$ cat src/rtl/mem_arb_pkg.sv
// mem_arb_pkg: shared types for the data-memory port arbiter.
// Holds the FSM encoding and word-addressing helpers.
package mem_arb_pkg;

  typedef enum logic [0:0] {
    ARB_IDLE,
    ARB_BURST
  } arb_state_t;

  localparam int WORD_BYTES = 4;

  function automatic logic [31:0] beat_off(
    input logic [31:0] beat
  );
    return beat * WORD_BYTES;
  endfunction

endpackage

$ cat src/rtl/mem_port_arbiter_if.sv
// mem_port_arbiter_if: requester-side and memory-side bundle.
// slave = arbiter view, master = requesters plus RAM.
interface mem_port_arbiter_if #(
  parameter int NREQ = 2
);
  logic [NREQ-1:0]    req_valid;
  logic [NREQ-1:0]    req_we;
  logic [NREQ-1:0]    req_burst;
  logic [NREQ*32-1:0] req_addr;
  logic [NREQ*32-1:0] req_wdata;
  logic [NREQ-1:0]    req_ready;
  logic [NREQ-1:0]    rsp_valid;
  logic [31:0]        rsp_rdata;
  logic [31:0]        mem_addr;
  logic               mem_we;
  logic [31:0]        mem_wdata;
  logic [31:0]        mem_rdata;

  modport slave (
    input  req_valid, req_we, req_burst,
    input  req_addr, req_wdata, mem_rdata,
    output req_ready, rsp_valid, rsp_rdata,
    output mem_addr, mem_we, mem_wdata
  );

  modport master (
    output req_valid, req_we, req_burst,
    output req_addr, req_wdata, mem_rdata,
    input  req_ready, rsp_valid, rsp_rdata,
    input  mem_addr, mem_we, mem_wdata
  );

endinterface

$ cat src/rtl/rr_picker.sv
// rr_picker: combinational round-robin priority picker.
// First set req bit at or above ptr, wrapping, wins.
module rr_picker #(
  parameter int N  = 2,
  parameter int IW = (N > 1) ? $clog2(N) : 1
) (
  input  logic [N-1:0]  req,
  input  logic [IW-1:0] ptr,
  output logic [N-1:0]  gnt,
  output logic [IW-1:0] idx,
  output logic          any
);
  localparam int SW = IW + 1;

  logic [SW-1:0] s;
  logic [IW-1:0] j;

  always_comb begin
    gnt = '0;
    idx = '0;
    any = 1'b0;
    s   = '0;
    j   = '0;
    for (int k = 0; k < N; k++) begin
      s = {1'b0, ptr} + SW'(k);
      if (s >= SW'(N)) s = s - SW'(N);
      j = s[IW-1:0];
      if (!any && req[j]) begin
        any    = 1'b1;
        gnt[j] = 1'b1;
        idx    = j;
      end
    end
  end

endmodule

$ cat src/rtl/mem_port_arbiter.sv
// mem_port_arbiter: round-robin owner of the data-memory port.
// Locks to one requester for a VEC_LEN-word burst.
module mem_port_arbiter
  import mem_arb_pkg::*;
#(
  parameter int NREQ    = 2,
  parameter int VEC_LEN = 4,
  parameter int RD_LAT  = 1
) (
  input logic clk,
  input logic reset,
  mem_port_arbiter_if.slave bus
);
  localparam int IW = (NREQ > 1) ? $clog2(NREQ) : 1;
  localparam int CW = $clog2(VEC_LEN);
  localparam logic [IW-1:0] LAST_REQ  = IW'(NREQ - 1);
  localparam logic [CW-1:0] LAST_BEAT = CW'(VEC_LEN - 1);

  if (RD_LAT != 1) begin : g_lat_chk
    $error("mem_port_arbiter: RD_LAT must be 1");
  end

  arb_state_t state, state_nx;

  logic [IW-1:0]   rr_ptr;
  logic [IW-1:0]   owner;
  logic [IW-1:0]   rd_owner;
  logic [CW-1:0]   beat_cnt;
  logic [31:0]     base;
  logic            burst_we;
  logic            rd_pend;
  logic [NREQ-1:0] pick_gnt;
  logic [IW-1:0]   pick_idx;
  logic            pick_any;
  logic            beat;
  logic            beat_we;
  logic [31:0]     w_addr;
  logic [31:0]     w_wdata;
  logic [31:0]     o_wdata;

  function automatic logic [IW-1:0] nxt(
    input logic [IW-1:0] x
  );
    return (x == LAST_REQ) ? '0 : x + 1'b1;
  endfunction

  rr_picker #(
    .N  (NREQ),
    .IW (IW)
  ) u_pick (
    .req (bus.req_valid),
    .ptr (rr_ptr),
    .gnt (pick_gnt),
    .idx (pick_idx),
    .any (pick_any)
  );

  assign w_addr  = bus.req_addr[32*pick_idx +: 32];
  assign w_wdata = bus.req_wdata[32*pick_idx +: 32];
  assign o_wdata = bus.req_wdata[32*owner +: 32];

  always_ff @(posedge clk) begin
    if (reset) state <= ARB_IDLE;
    else       state <= state_nx;
  end

  always_comb begin
    state_nx      = state;
    beat          = 1'b0;
    beat_we       = 1'b0;
    bus.req_ready = '0;
    bus.mem_addr  = '0;
    bus.mem_we    = 1'b0;
    bus.mem_wdata = '0;
    unique case (state)
      ARB_IDLE: begin
        if (pick_any && !reset) begin
          beat          = 1'b1;
          beat_we       = bus.req_we[pick_idx];
          bus.req_ready = pick_gnt;
          bus.mem_addr  = w_addr;
          bus.mem_we    = beat_we;
          bus.mem_wdata = w_wdata;
          if (bus.req_burst[pick_idx])
            state_nx = ARB_BURST;
        end
      end
      ARB_BURST: begin
        bus.mem_addr = base + beat_off(32'(beat_cnt));
        if (bus.req_valid[owner] && !reset) begin
          beat                 = 1'b1;
          beat_we              = burst_we;
          bus.req_ready[owner] = 1'b1;
          bus.mem_we           = burst_we;
          bus.mem_wdata        = o_wdata;
          if (beat_cnt == LAST_BEAT)
            state_nx = ARB_IDLE;
        end
      end
      default: ;
    endcase
  end

  always_ff @(posedge clk) begin
    if (reset) begin
      rr_ptr   <= '0;
      owner    <= '0;
      rd_owner <= '0;
      beat_cnt <= '0;
      base     <= '0;
      burst_we <= 1'b0;
      rd_pend  <= 1'b0;
    end else begin
      rd_pend <= beat && !beat_we;
      if (beat)
        rd_owner <= (state == ARB_IDLE) ? pick_idx : owner;
      if (state == ARB_IDLE) begin
        if (beat) begin
          if (bus.req_burst[pick_idx]) begin
            base     <= w_addr;
            owner    <= pick_idx;
            burst_we <= beat_we;
            beat_cnt <= CW'(1);
          end else begin
            rr_ptr <= nxt(pick_idx);
          end
        end
      end else if (beat) begin
        if (beat_cnt == LAST_BEAT) begin
          beat_cnt <= '0;
          rr_ptr   <= nxt(owner);
        end else begin
          beat_cnt <= beat_cnt + 1'b1;
        end
      end
    end
  end

  // Read data lands one cycle after the beat; reset kills it.
  always_comb begin
    bus.rsp_valid = '0;
    bus.rsp_rdata = '0;
    if (rd_pend && !reset) begin
      bus.rsp_valid[rd_owner] = 1'b1;
      bus.rsp_rdata           = bus.mem_rdata;
    end
  end

endmodule

$ cat src/flat_wrapper.sv
// flat-port wrapper written by rule: the top's interface ports become plain ports
module mem_port_arbiter_flat import mem_arb_pkg::*;
#(
  parameter int NREQ    = 2,
  parameter int VEC_LEN = 4,
  parameter int RD_LAT  = 1
)
  (clk, reset, bus_req_valid, bus_req_we, bus_req_burst, bus_req_addr, bus_req_wdata, bus_mem_rdata, bus_req_ready, bus_rsp_valid, bus_rsp_rdata, bus_mem_addr, bus_mem_we, bus_mem_wdata);
  mem_port_arbiter_if #(.NREQ(NREQ)) bus_i ();
  input logic clk;
  input logic reset;
  input wire logic [$bits(bus_i.req_valid)-1:0] bus_req_valid;
  input wire logic [$bits(bus_i.req_we)-1:0] bus_req_we;
  input wire logic [$bits(bus_i.req_burst)-1:0] bus_req_burst;
  input wire logic [$bits(bus_i.req_addr)-1:0] bus_req_addr;
  input wire logic [$bits(bus_i.req_wdata)-1:0] bus_req_wdata;
  input wire logic [$bits(bus_i.mem_rdata)-1:0] bus_mem_rdata;
  output wire logic [$bits(bus_i.req_ready)-1:0] bus_req_ready;
  output wire logic [$bits(bus_i.rsp_valid)-1:0] bus_rsp_valid;
  output wire logic [$bits(bus_i.rsp_rdata)-1:0] bus_rsp_rdata;
  output wire logic [$bits(bus_i.mem_addr)-1:0] bus_mem_addr;
  output wire logic [$bits(bus_i.mem_we)-1:0] bus_mem_we;
  output wire logic [$bits(bus_i.mem_wdata)-1:0] bus_mem_wdata;
  assign bus_i.req_valid = bus_req_valid;
  assign bus_i.req_we = bus_req_we;
  assign bus_i.req_burst = bus_req_burst;
  assign bus_i.req_addr = bus_req_addr;
  assign bus_i.req_wdata = bus_req_wdata;
  assign bus_i.mem_rdata = bus_mem_rdata;
  assign bus_req_ready = bus_i.req_ready;
  assign bus_rsp_valid = bus_i.rsp_valid;
  assign bus_rsp_rdata = bus_i.rsp_rdata;
  assign bus_mem_addr = bus_i.mem_addr;
  assign bus_mem_we = bus_i.mem_we;
  assign bus_mem_wdata = bus_i.mem_wdata;
  mem_port_arbiter #(.NREQ(NREQ), .VEC_LEN(VEC_LEN), .RD_LAT(RD_LAT)) u_core (.clk(clk), .reset(reset), .bus(bus_i));
endmodule
$ cat config.mk
export PLATFORM = sky130hd
export DESIGN_NAME = mem_port_arbiter_flat
export DESIGN_NICKNAME = d
export VERILOG_FILES = /design/src/rtl/mem_arb_pkg.sv /design/src/rtl/mem_port_arbiter_if.sv /design/src/rtl/rr_picker.sv /design/src/rtl/mem_port_arbiter.sv /design/src/flat_wrapper.sv
export SDC_FILE = /design/constraint.sdc
export NUM_CORES = 1
export LEC_CHECK = 0
export ABC_AREA = 1
export CELL_PAD_IN_SITES_DETAIL_PLACEMENT = 0
export CELL_PAD_IN_SITES_GLOBAL_PLACEMENT = 2
export CORE_MARGIN = 4
export CORE_UTILIZATION = 14
export DETAILED_ROUTE_END_ITERATION = 8
export PLACE_DENSITY_LB_ADDON = 0.1
export SYNTH_ARGS = -nofsm -noshare
export SYNTH_HDL_FRONTEND = slang
export SYNTH_SLANG_ARGS = --single-unit
$ cat constraint.sdc
create_clock -name clk -period 2 [get_ports clk]
set_input_delay 0.2 -clock clk [delete_from_list [all_inputs] [get_ports clk]]
set_output_delay 0.2 -clock clk [all_outputs]
set_load 0.005 [all_outputs]
Yosys cells after proc, flatten, opt, wreduce, memory -nomap -nowiden
Cells that the tools add are included.
{"block": "totals", "out_inout_bits": 101, "register_bits": 40, "wordCells": 110}
{"block": "op_classes", "shifts": 3, "n_mux": 60, "magnitude_cmp": 11, "n_reduce_logical": 16, "n_eq_ne": 3, "n_bitwise": 2, "addsub": 7}
{"operator": "64-bit by 7-bit indexed part select with 32-bit output", "count": 3}
{"operator": "32-bit two-way mux", "count": 4}
{"operator": "32-bit case mux with 2 select lines", "count": 2}
{"operator": "1-bit two-way mux", "count": 36}
{"operator": "32-bit by 4-bit adder with 32-bit output", "count": 1}
{"operator": "2-bit two-way mux", "count": 10}
{"operator": "1-bit by 2-bit less-than comparator with 1-bit output, second input constant", "count": 5}
{"operator": "1-bit logical AND", "count": 9}
{"operator": "1-bit case mux with 2 select lines", "count": 3}
{"operator": "3-bit AND reduction", "count": 2}
{"operator": "1-bit demux with 1-bit select", "count": 4}
{"operator": "1-bit greater-or-equal comparator, second input constant", "count": 4}
{"operator": "2-bit case mux with 2 select lines", "count": 1}
{"operator": "1-bit zero test", "count": 3}
{"operator": "1-bit adder, second input constant", "count": 2}
{"operator": "1-bit by 1-bit adder with 2-bit output, second input constant", "count": 1}
{"operator": "2-bit by 1-bit adder with 2-bit output, second input constant", "count": 1}
{"operator": "2-bit == test, second input constant", "count": 1}
{"operator": "1-bit by 2-bit greater-or-equal comparator with 1-bit output, second input constant", "count": 1}
{"operator": "2-bit greater-or-equal comparator, second input constant", "count": 1}
{"operator": "2-bit by 1-bit inequality test with 1-bit output, second input constant", "count": 1}
{"operator": "2-bit inequality test, second input constant", "count": 1}
{"operator": "2-bit OR", "count": 1}
{"operator": "2-bit AND reduction", "count": 1}
{"operator": "other kinds (3)", "count": 4}

Depth between registers and ports, before layout
{"block": "logic_depth", "word_depth": 14, "depth_mapped": 11}

By module
From an unflattened synthesis, not the netlist that was laid out.
{"block": "hier_totals", "hier_cells": 769, "area_unflattened_um2": 4341.7}
{"module": "mem_port_arbiter", "seq_area_each_um2": 800.8, "instances": 1, "cells_each": 755, "area_per_inst_um2": 4286.6}
{"module": "rr_picker", "seq_area_each_um2": 0.0, "instances": 1, "cells_each": 14, "area_per_inst_um2": 55.1}

Worst setup path before layout
No wires, ideal clock.
{"block": "synth_timing", "path_type": "reg2out", "from": "reg u_core.beat_cnt[0]", "to": "out bus_mem_addr[14]", "t_arrival_ns": 1.726, "path_stages_with_launch": 10, "t_required_ns": 1.800, "path_buffers": 0, "path_slack_ns": 0.074, "cell_sequence": "dfxtp_1 > ha_1 > inv_1 > fa_1 > nor2_1 > inv_1 > nor2_1 > xor2_1 > nand2_1 > nand2_1"}
{"block": "synth_between", "elab_chain_cells": 2}
{"element": "from (decl)", "line": "mem_port_arbiter.sv:28", "rtl": "logic [CW-1:0] beat_cnt;"}
{"element": "from (signal assigned)", "line": "mem_port_arbiter.sv:133", "rtl": "beat_cnt <= beat_cnt + 1'b1;"}
{"element": "32-bit by 4-bit adder with 32-bit output", "line": "mem_port_arbiter.sv:89", "rtl": "bus.mem_addr = base + beat_off(32'(beat_cnt));"}
{"element": "32-bit case mux with 2 select lines", "line": "mem_port_arbiter.sv:75", "rtl": "unique case (state)"}
{"element": "to (decl)", "line": "flat_wrapper.sv:21", "rtl": "output wire logic [$bits(bus_i.mem_addr)-1:0] bus_mem_addr;"}
Every way passes these cells.

Final worst setup path
Ends and elaborated chain as after synthesis.

==> results by stage <==
Floorplanning:
- The die is 177.6 um tall.
- The floorplan step defined a core boundary enclosing 28,090 um2.
- The top-level I/O count is 269.
- The chip width is 177.6 um.
- The floorplan has 61 rows.
- The starting utilization of the core area is 0.1433.
- The floorplan die area is 31,530 um2.

Critical path:
- Broken down by cell family, the worst path's largest delay share belongs to adder cells.
- The critical path goes through ha_4 -> inv_4 -> fa_2 -> nor2_4 -> inv_2 -> nor2_4 -> buf_4 -> xor2_1 -> nand2_1 -> nand2_1 -> buf_2.
- Counting both buffers and inverters, the worst setup path holds a total of 4.
- The peak fanout along the critical path is 4.
- The critical setup path kind is reg2out.
- STA classifies the critical path endpoint as an output pin.
- In this design, the stage delay of the slowest critical-path cell is 370 ps.
- The worst endpoint required time is 1800 ps.
- The arrival time reported for the critical path endpoint is 2120 ps.
- The cell with the largest stage delay on the worst path is fa_2.
- STA classifies the critical path startpoint as a flop.

Finish:
- The flip-flop and latch area is 817.0 um2.
- For this run, the number of standard cells in the final layout without fillers is 1,582.
- The area of combinational cells with multiple inputs is 3176 um2.
- The cell area after layout is 9268 um2.
- The number of nets in the final layout is 1,374.
- Relative to the synthesized area, the layout overhead comes to 130.2%.
- The filler cell count in the final layout is 3,173.
- The fraction of layout instances using a drive strength above 1 is 0.3616.

Yosys:
- The synthesis warning total is 0.
- The synthesis-stage register bit count is 40.
- Dividing the synthesized area by the synthesized cell count gives 5.174 um2.
- In this run the cell area of the synthesized design comes to 4025 um2.
- Counting every net in the synthesized netlist gives 950.
- The cell count after synthesis is 778.
- The proportion of synthesized chip area in sequential cells is 0.1989.
- The distinct cell type count of the synthesized netlist is 30.

Hold path:
- The worst hold path belongs to the class in2reg.

Detailed routing:
- After detailed routing, the number of remaining DRC violations is 0.
- Before antenna repair, the detailed router went through 4 iterations.
- In the routed layout, each cell is associated on average with a via count of 3.806.
- The routed design has 23.77 mm of wire.
- In the final routed layout, each cell accounts on average for 15.02 um.
- In this run, the number of DRC markers left after iteration 0 of detailed routing was 168.
- Detailed routing inserted a total of 6,021 vias.
- Once detail routing completed, the nets flagged for antenna violations numbered 0.

Clock network:
- The worst-skew pair later-pin latency is 300 ps.
- The clock slew at the register clock pins of the worst setup and hold paths is 70 ps.
- TritonCTS built the clock tree.
- The root cell of the clock tree is clkbuf_16.
- In this run the deepest clock path goes through 2 buffers.
- The number of clock sinks is 40.
- The depth of the CTS H-tree is 2.
- The CTS buffer count is 5.

Timing:
- The transition at the pin with the smallest max-transition slack is 464.0 ps.
- Between clock sinks in the finished design, the worst skew comes to 10.45 ps.
- The post-route worst setup slack is -321.5 ps.
- The count of final max-slew check failures is 0.
- The worst-case headroom to the max-slew limit is 0.6874.
- In the finished design, the share of the clock period the worst path needs comes to 1.161.
- The highest clock rate is 430.8 MHz.
- Setup repair after global routing could not meet its margin everywhere.
- The count of endpoints failing hold in the final timing report is 0.
- The minimum period implied by the final worst setup slack is 2321 ps.
- Setup violations remaining at the end of the flow were counted as 46.

Run:
- Max-cap violations in this run came to 0.

Placed design:
- The final weighted congestion in routability-driven placement is 0.7264.
- The total cell area at the placement stage is 8039 um2.
- At the placement stage, the worst setup path has a slack of -642.4 ps.
- The number of input and output port buffers inserted is 268.
- The total half-perimeter wirelength after legalization and detailed placement is 18.48 mm.
- After detailed placement, the design holds a cell count of 1,513.

Global routing:
- The wire length of the first global-routing pass is 34.98 mm.
- The number of antenna violations at the first check in global routing is 2.
- Entering global routing, the biggest net connects 35 pins.
- Across every metal layer, demand over resource in global routing totals 0.1425.
- For this run the aggregate overflow at the end of global routing stands at 0.
- The via count of the first global-routing pass is 6,030.

Pwr:
- The post-layout total power is 3.592 mW.
- The peak ir drop on the vdd network is 218.9 uV.
- Summed over all cells, the static leakage comes to 4.445 nW.
- The cell area power density is 387.6 nW/um2.

Outcome:
- The final reports fail on negative setup slack.
- The flow ran to the end, but the final reports show violations.
## metrics by stage
step	util	setup TNS [ps]	hold WS (ps)
2_1_floorplan	-	0	269.1
3_3_place_gp	0.2862	-33500	446.7
5_1_grt	0.3300	-11080	397.1
4_1_cts	0.3170	-7498	380.4
6_report	0.3300	-5533	377.9
3_5_place_dp	0.2862	-33310	446.3
## synthesized netlist by cell type, drive strengths merged
cell type / count / area [um2]
nand2: 326 / 1239
and2: 1 / 8.760
nor3: 1 / 5.000
buf: 23 / 160.2
inv: 106 / 397.9
nand3b: 1 / 7.510
a21oi: 42 / 210.2
o22ai: 6 / 37.54
ha: 3 / 37.54
o21bai: 2 / 15.01
clkbuf: 11 / 42.54
fa: 1 / 20.02
nor2: 95 / 366.6
o21ai: 56 / 295.3
or2: 32 / 200.2
dfxtp: 40 / 800.8
nand4: 2 / 12.51
nand3: 26 / 135.1
xor2: 3 / 26.28
o211ai: 1 / 7.510
## layer usage
metal | vias to the layer above | global-route usage | part of all wire
li1 | 3210 | - | -
met4 | 2 | 0.03190 | 0.016
met5 | - | 0 | 0.00055
met3 | 21 | 0.02620 | 0.055
met1 | 2640 | 0.1639 | 0.41
met2 | 148 | 0.2715 | 0.52
## where the power goes
part | internal, mW | switching [mW]
Sequential | 0.862 | 0.0586
Clock | 0.588 | 0.377
Combinational | 1.00 | 0.706
Total | 2.45 | 1.14
## final cells by class
| cell class | instances | share of cell area |
|---|---|---|
| clock buffer | 5 | 0.01350 |
| antenna | 1 | 0.0002700 |
| sequential | 40 | 0.08816 |
| inverter | 106 | 0.04563 |
| multi-input combinational | 598 | 0.3426 |
| tap | 378 | 0.05103 |
| clock inverter | 3 | 0.004590 |
| timing repair buffer | 451 | 0.4542 |
## timing repair
action | CTS | global route
pin swaps | 49 | 60
buffers inserted | 58 | 17
endpoints found under the setup margin | 101 | 100
cloned | 4 | 2
resized for setup | 434 | 130
hold buffers | 0 | 0
## layout by cell type (no fill, tap or decap), types with 7 or more instances in the layout
master / netlist / routed
buf_12: 0 / 12
buf_2: 11 / 57
nand3_1: 25 / 16
a21oi_1: 42 / 40
nand3_2: 1 / 9
inv_1: 103 / 96
buf_6: 8 / 54
o21ai_1: 0 / 15
dfxtp_1: 40 / 29
nor2_1: 93 / 73
or2_2: 30 / 25
nand2_1: 324 / 256
buf_4: 0 / 115
clkbuf_16: 0 / 7
nor2_2: 1 / 9
nor2_4: 1 / 13
clkdlybuf4s50_1: 0 / 188
dfxtp_2: 0 / 10
nand2_2: 0 / 58
dlymetal6s2s_1: 0 / 9
o21ai_0: 52 / 24
o21ai_2: 4 / 13
nand2_4: 2 / 10
## logic make-up after synthesis
group | after synthesis | synth area share
and+or+nand+nor | 484 | 0.4905
buffers and inverters | 140 | 0.1492
AOI/OAI and AO/OA | 107 | 0.1405
DFF | 40 | 0.1989
adders and majority gates | 4 | 0.01430
xor gates and xnor gates | 3 | 0.006529
## flip-flops by register name, indices dropped and copies added (netlist names)
register         flops
u_core.rd_pend       1
u_core.owner         1
u_core.burst_we      1
u_core.base         32
u_core.rr_ptr        1
u_core.rd_owner      1
u_core.beat_cnt      2
u_core.state         1
## worst reg2reg max path, cell delays in order, from the launching register on
cell and delay (ps):
dfxtp_2 350, inv_2 40, nand2_2 70, nand2_4 70, buf_4 150, buf_6 130, buf_16 160, nand2_1 60
o21ai_0 140, buf_4 170, or2_0 210, a21oi_1 120
## path summary, 6_finish.rpt
| kind | slack, ps | from | to | cells past startpoint |
|---|---|---|---|---|
| setup / recovery | -320 | u_core.beat_cnt[0] | bus_mem_addr[14] | 11 |
| hold / removal | 380 | reset | u_core.owner | 3 |
| setup reg to reg | 250 | u_core.rr_ptr | u_core.base[14] | 11 |
| hold reg to reg | 450 | u_core.base[0] | u_core.base[0] | 2 |
(Power assumes the default switching activity.)
==> RTL edit 1 (config.mk and constraints unchanged) <==
`NREQ` is set to 2 in 3 places; all go to 4.
--- a/src/rtl/mem_port_arbiter_if.sv
+++ b/src/rtl/mem_port_arbiter_if.sv
@@ -2,5 +2,5 @@
 // slave = arbiter view, master = requesters plus RAM.
 interface mem_port_arbiter_if #(
-  parameter int NREQ = 2
+  parameter int NREQ = 4
 );
   logic [NREQ-1:0]    req_valid;
--- a/src/rtl/mem_port_arbiter.sv
+++ b/src/rtl/mem_port_arbiter.sv
@@ -4,5 +4,5 @@
   import mem_arb_pkg::*;
 #(
-  parameter int NREQ    = 2,
+  parameter int NREQ    = 4,
   parameter int VEC_LEN = 4,
   parameter int RD_LAT  = 1
--- a/src/flat_wrapper.sv
+++ b/src/flat_wrapper.sv
@@ -2,5 +2,5 @@
 module mem_port_arbiter_flat import mem_arb_pkg::*;
 #(
-  parameter int NREQ    = 2,
+  parameter int NREQ    = 4,
   parameter int VEC_LEN = 4,
   parameter int RD_LAT  = 1
Ports: changed (7 resized); port bits go from 269 to 407. No check against the original RTL was run, so the function may have changed too.
==> RTL edit 1 against the original RTL <==
- the flow still finishes with violations (negative setup slack)
- die area is 63% higher
- sequential cell count up 3
- cell area up 95%
- first-iteration DRC count grew to 2.7 times the old value
- setup slack got worse by 650 ps
- largest cell class unchanged
- wire length grew 120%
- critical path depth is 5 higher
- count of clock-buffer cells in the layout increased by 2
- synthesized area up 66%
- non-clock buffer count is 338 higher
Power is left out: it rests on default switching activity, and per cell area and clock period it moved more than threefold.
==> RTL edit 1: results (changes against the original RTL) <==
| Item | Value | Change |
| --- | --- | --- |
| Iter 0 DRT Violations | 457 | +170% |
| Hold crit path type | in2reg |  |
| Clk_lat worst skew | 300 ps | about the same |
| Reg-to-reg critical path endpoint | u_core.base[3]$_SDFFE_PP0P_ |  |
| Area post-placement | 13170 um^2 | +64% |
| GRT Util Overall | 19.20% | +5.0 points |
| Maximum number of pins on one net before global-route repair | 69 | +97% |
| DIE AREA | 51320 um^2 | +63% |
| CTS Root Cell | clkbuf_16 |  |
| Post-CTS setup repair buffer count | 131 | +130% |
| Number of buffers on the longest clock path | 2 | unchanged |
| Global-route track usage on met2 | 32.75% | +5.6 points |
| Fraction of final layout cells with drive strength greater than 1 | 44.91% | +8.8 points |
| Highest net fanout along the worst path | 5 | +1 |
| Number of cells upsized or downsized after cts | 754 | +74% |
| CP max stage cell | dfxtp_4 |  |
| # port buffers | 406 | +51% |
| Via-to-Cell Ratio | 4.434 | +17% |
| Biggest cell delay along the critical path | 400 ps | +30 ps |
| Violated checks | negative setup slack |  |
| CP top delay family | simple AND/OR/NAND/NOR gates |  |
| Transition time at the pin with the least slew margin | 530.8 ps | +66.87 ps |
| Met3 Routed Length | 3088 um | +140% |
| Reg clk slew, reported paths | 70 ps | about the same |
| Number of cell instances on the worst register-to-register path | 21 | +10 |
| Capture point of the critical path | bus_mem_addr[30] |  |
| Antenna violation net count after detailed routing | 0 | unchanged |
| Most frequently used flop master after synthesis | dfxtp_1 |  |
| Part of the Yosys area used for sequential elements | 12.87% | -7.0 points |
| Total number of nets in the final design | 2341 | +70% |
| Setup slack on the worst flop-to-flop path | -850 ps | -1100 ps |
| Dominant cells by area after synthesis | nand2_1 24%, nand3_1 15%, dfxtp_1 13%, o21ai_0 10%, a21oi_1 6.9% |  |
| Placer's final routability congestion estimate | 0.8166 | +12% |
| Result of the run | finished, violations left |  |
| Startpoint of the worst setup timing path | u_core.rr_ptr[0]$_SDFFE_PP0P_ |  |
| GRT met3 Usage | 4.324% | +1.7 points |
| Post-route setup slack | -971.3 ps | -649.9 ps |
| Initial antenna violation count | 16 | +14 |
| Deepest level of the CTS H-tree | 2 | unchanged |
| Ranking of synthesized cells by instance count | 431 x nand2_1, 203 x nand3_1, 137 x o21ai_0 |  |
| Arrival time at the worst endpoint | 2770 ps | +650 ps |
| Global-route wire length before repair | 75270 um | +120% |
| Met1 demand-to-capacity share in global routing | 25.26% | +8.9 points |
| Length of the first detailed-routing pass in iterations | 5 | +1 |
| M1 WL | 23190 um | +140% |
| Setup violations, final | 112 | +140% |
| Total CTS buffers | 5 | unchanged |
| Post-detail-place hpwl | 35700 um | +93% |
| Total wire length | 52130 um | +120% |
| Net count after synthesis | 1637 | +72% |
| Count of different cell masters after synthesis | 33 | +10% |
| Register with the most flip-flops | u_core.base |  |
| Length of routed met2 wiring | 24900 um | +100% |
| Flip-flop count of the largest register, all copies and words added | 32 | unchanged |
| Final Skew | 11.34 ps | +0.8923 ps |
-- RTL edit 1: how the worst min path moves through the flow --
stage	start	to	depth (start not counted)
6_report	reset	u_core.rr_ptr[0]$_SDFFE_PP0P_	4
3_5_place_dp	u_core.burst_we$_SDFFE_PP0P_	u_core.burst_we$_SDFFE_PP0P_	2
2_1_floorplan	u_core.burst_we$_SDFFE_PP0P_	u_core.burst_we$_SDFFE_PP0P_	2
5_1_grt	reset	u_core.rr_ptr[0]$_SDFFE_PP0P_	4
4_1_cts	reset	u_core.rr_ptr[1]$_SDFFE_PP0P_	4
3_3_place_gp	u_core.burst_we$_SDFFE_PP0P_	u_core.burst_we$_SDFFE_PP0P_	2
-- RTL edit 1: logic make-up after synthesis --
| family | Yosys count | synth area share (%) |
|---|---|---|
| compound gates | 274 | 21.41 |
| xor+xnor | 10 | 1.310 |
| fa+ha+maj | 16 | 3.106 |
| buf+inv | 218 | 13.23 |
| flops | 43 | 12.87 |
| simple gates | 758 | 48.07 |
-- RTL edit 1: final cells by class --
type / count / area (um^2)
fill: 4922 / 28790
timing repair buffer: 789 / 8298
multi-input combinational: 1058 / 7427
sequential: 43 / 874.6
tap: 607 / 759.5
inverter: 126 / 518.0
clock buffer: 7 / 132.6
clock inverter: 1 / 30.03
antenna: 10 / 25.02
-- RTL edit 1: metrics by stage --
step	TNS, ps	cells	setup slack (ps)	utilization (%)	hold slack (ps)
2_1_floorplan	-16840	1319	-287.7	-	446.8
3_3_place_gp	-109100	2429	-1215	28.12	471.1
3_5_place_dp	-109390	2429	-1203	28.12	481.5
4_1_cts	-90100	2593	-1063	35.65	322.5
5_1_grt	-105250	2636	-1129	38.53	343.4
6_report	-89620	2641	-971.3	38.56	313.1
==> RTL edit 2 (same settings) <==
Made on the original files. Make the reset (`reset`) asynchronous in 2 clocked blocks.
--- a/src/rtl/mem_port_arbiter.sv
+++ b/src/rtl/mem_port_arbiter.sv
@@ -60,5 +60,5 @@
   assign o_wdata = bus.req_wdata[32*owner +: 32];
 
-  always_ff @(posedge clk) begin
+  always_ff @(posedge clk or posedge reset) begin
     if (reset) state <= ARB_IDLE;
     else       state <= state_nx;
@@ -102,5 +102,5 @@
   end
 
-  always_ff @(posedge clk) begin
+  always_ff @(posedge clk or posedge reset) begin
     if (reset) begin
       rr_ptr   <= '0;
Check against the original RTL: differs if reset is asserted again (counterexample within 4 cycles, from zero or initial values and one cycle with reset high); with reset held inactive, the same outputs for 4 cycles.
==> RTL edit 2 against the original RTL <==
- synthesized area fell by 2.8%
- critical endpoint unchanged
- the run still ends with negative setup slack left
- critical path depth grew 1
- utilization increased by 1.0 points
- wire length grew 4.5%
- sequential cell count is the same
- cell area barely moved
- setup slack got worse by 170 ps
Power is not compared: it rests on default switching activity, and its combinational part moved more than twofold at a synthesized area within 25%.
==> RTL edit 2: results (changes against the original RTL) <==
| Item | Value | Change |
| --- | --- | --- |
| Result of the run | finished, violations left |  |
| Violated checks | negative setup slack |  |
| Share of async-settable or async-resettable flops after synthesis | 100.0% | +100 points |
| Diodes inserted | 0 | -1 |
| Count of different cell masters after synthesis | 28 | -6.7% |
| M1 WL | 10130 um | +3.4% |
| Setup violations, final | 48 | +4.3% |
| Transition time at the pin with the least slew margin | 563.6 ps | +99.65 ps |
| Dominant cells by area after synthesis | nand2_1 36%, dfrtp_1 26%, nor2_1 8.7%, o21ai_0 6.8%, inv_1 6.6% |  |
| Area of all sequential standard cells | 1005 um^2 | +23% |
| Placer's final routability congestion estimate | 0.7946 | +9.4% |
| Fraction of the mapped netlist area in adder cells | 1.471% | +0.041 points |
| Final Skew | 5.866 ps | -4.580 ps |
| Number of global-route vias before repair | 6188 | +2.6% |
| Number of warnings reported in the yosys synthesis log | 0 | unchanged |
| Number of buffers on the longest clock path | 2 | unchanged |
| Setup slack on the worst flop-to-flop path | 80 ps | -170 ps |
| Reg-to-reg critical path endpoint | u_core.rd_owner$_DFFE_PP0P_ |  |
| GRT Util Overall | 15.51% | +1.3 points |
| Hold crit path type | in2async |  |
| Number of filler instances in the final layout | 2990 | -5.8% |
| Most frequently used flop master after synthesis | dfrtp_1 |  |
| Net count after synthesis | 902 | -5.1% |
| Routed wire length per instance | 16.07 um | +7.0% |
| Area share of xor/xnor cells in the synthesized design | 0.4477% | -0.21 points |
| Post-route setup slack | -489.0 ps | -167.6 ps |
| R2r startpoint | u_core.state$_DFF_PP0_ |  |
| Clk_lat worst skew | 280 ps | -20 ps |
| Setup TNS after final layout | -9562 ps | -4029 ps |
| Uppermost layer routed | met5 |  |
| Highest net fanout along the worst path | 3 | -1 |
| Share of cell area taken by muxes after synthesis | 1.023% | +1.0 points |
| Worst hold margin | 326.7 ps | -51.27 ps |
| Iter 0 DRT Violations | 185 | +10% |
| Length of the first detailed-routing pass in iterations | 4 | unchanged |
| Total number of nets in the final design | 1346 | -2.0% |
| Area post-placement | 7899 um^2 | -1.7% |
| Initial antenna violation count | 1 | -1 |
| Number of cell instances on the worst register-to-register path | 13 | +2 |
| Arrival time at the worst endpoint | 2290 ps | +170 ps |
| Ranking of synthesized cells by instance count | 376 x nand2_1, 91 x nor2_1, 69 x inv_1 |  |
| Length of routed met2 wiring | 12950 um | +5.5% |
| Maximum number of pins on one net before global-route repair | 33 | -5.7% |
| Synthesized-area fraction occupied by ao, oa, aoi and oai cells | 9.050% | -5.0 points |
| Fraction of final layout cells with drive strength greater than 1 | 35.26% | -0.90 points |
| Post-detail-place hpwl | 19360 um | +4.8% |
| Global-route wire length before repair | 37110 um | +6.1% |
| Met3 Routed Length | 1601 um | +23% |
| Deepest level of the CTS H-tree | 2 | unchanged |
| Via-to-Cell Ratio | 3.906 | +2.6% |
| Part of the Yosys area used for sequential elements | 25.58% | +5.7 points |
-- RTL edit 2: cell types whose count changed in the layout (fill, tap and decap cells not counted), sizes merged, moves of 9 or more --
cell	unedited run	this run
a21oi	42	5
buf	244	255
clkdlybuf4s50	188	198
dfrtp	0	40
dfxtp	40	0
dlymetal6s2s	9	0
inv	106	71
nand2	326	387
or2	32	5
-- RTL edit 2: how the worst max path moves through the flow --
stage / startpoint / endpoint / slack (ps) / depth (start not counted)
after floorplan: u_core.beat_cnt[0]$_DFFE_PP0P_ / bus_mem_addr[20] / 7 / 11
after global placement: u_core.base[2]$_DFFE_PP0P_ / bus_mem_addr[10] / -670 / 11
after detailed placement: u_core.base[2]$_DFFE_PP0P_ / bus_mem_addr[10] / -690 / 11
after CTS: u_core.base[2]$_DFFE_PP0P_ / bus_mem_addr[10] / -470 / 12
after global routing: u_core.base[2]$_DFFE_PP0P_ / bus_mem_addr[28] / -580 / 15
final: u_core.beat_cnt[1]$_DFFE_PP0P_ / bus_mem_addr[14] / -490 / 12
-- RTL edit 2: power breakdown --
part	internal, mW	leakage, nW	switching [mW]
Clock	0.454	0.0667	0.325
Combinational	3.69	4.01	3.19
Sequential	1.21	0.490	0.416
-- RTL edit 2: per-stage QoR --
step / instances / setup WS, ps
after detailed placement: 1458 / -687.7
after floorplan: 730 / 7.125
after CTS: 1525 / -473.9
after global routing: 1546 / -583.2
after global placement: 1458 / -669.9
final: 1546 / -489.0
-- RTL edit 2: cell families (layout without fill, tap and decap cells) --
group	Yosys count	in the layout
and+or+nand+nor	512	512
buffers and inverters	100	544
AOI/OAI and AO/OA	68	68
DFF	40	40
adders and majority gates	4	4
muxes	4	4
xor gates and xnor gates	2	2
-- RTL edit 2: final cells by class --
cell class	instances	area share, %
Tap cell	372	5.020
Clock inverter	1	0.05398
Inverter	72	3.144
Sequential cell	40	10.84
Timing Repair Buffer	465	47.13
Multi-Input combinational cell	590	32.43
Clock buffer	6	1.390
-- RTL edit 2: what timing repair did --
action / in CTS / in global routing
gates cloned: 6 / 1
endpoints found under the setup margin: 101 / 67
setup buffers: 61 / 32
gates resized for setup: 402 / 130
pin swaps: 48 / 56
-- RTL edit 2: layer usage --
layer / global-route usage (%) / up-vias
met5: 0 / -
met4: 1.571 / 2
met3: 3.678 / 11
met2: 29.85 / 187
met1: 17.90 / 2733
li1: - / 3106
-- RTL edit 2: critical path, cell delays in order, from the launching register on --
cell,delay (ps)
dfrtp_1,370
buf_4,120
inv_1,60
fa_2,380
inv_2,100
nand3_4,90
buf_4,150
buf_4,120
buf_4,120
o21bai_1,160
nand3_2,110
o21ai_2,90
buf_6,130
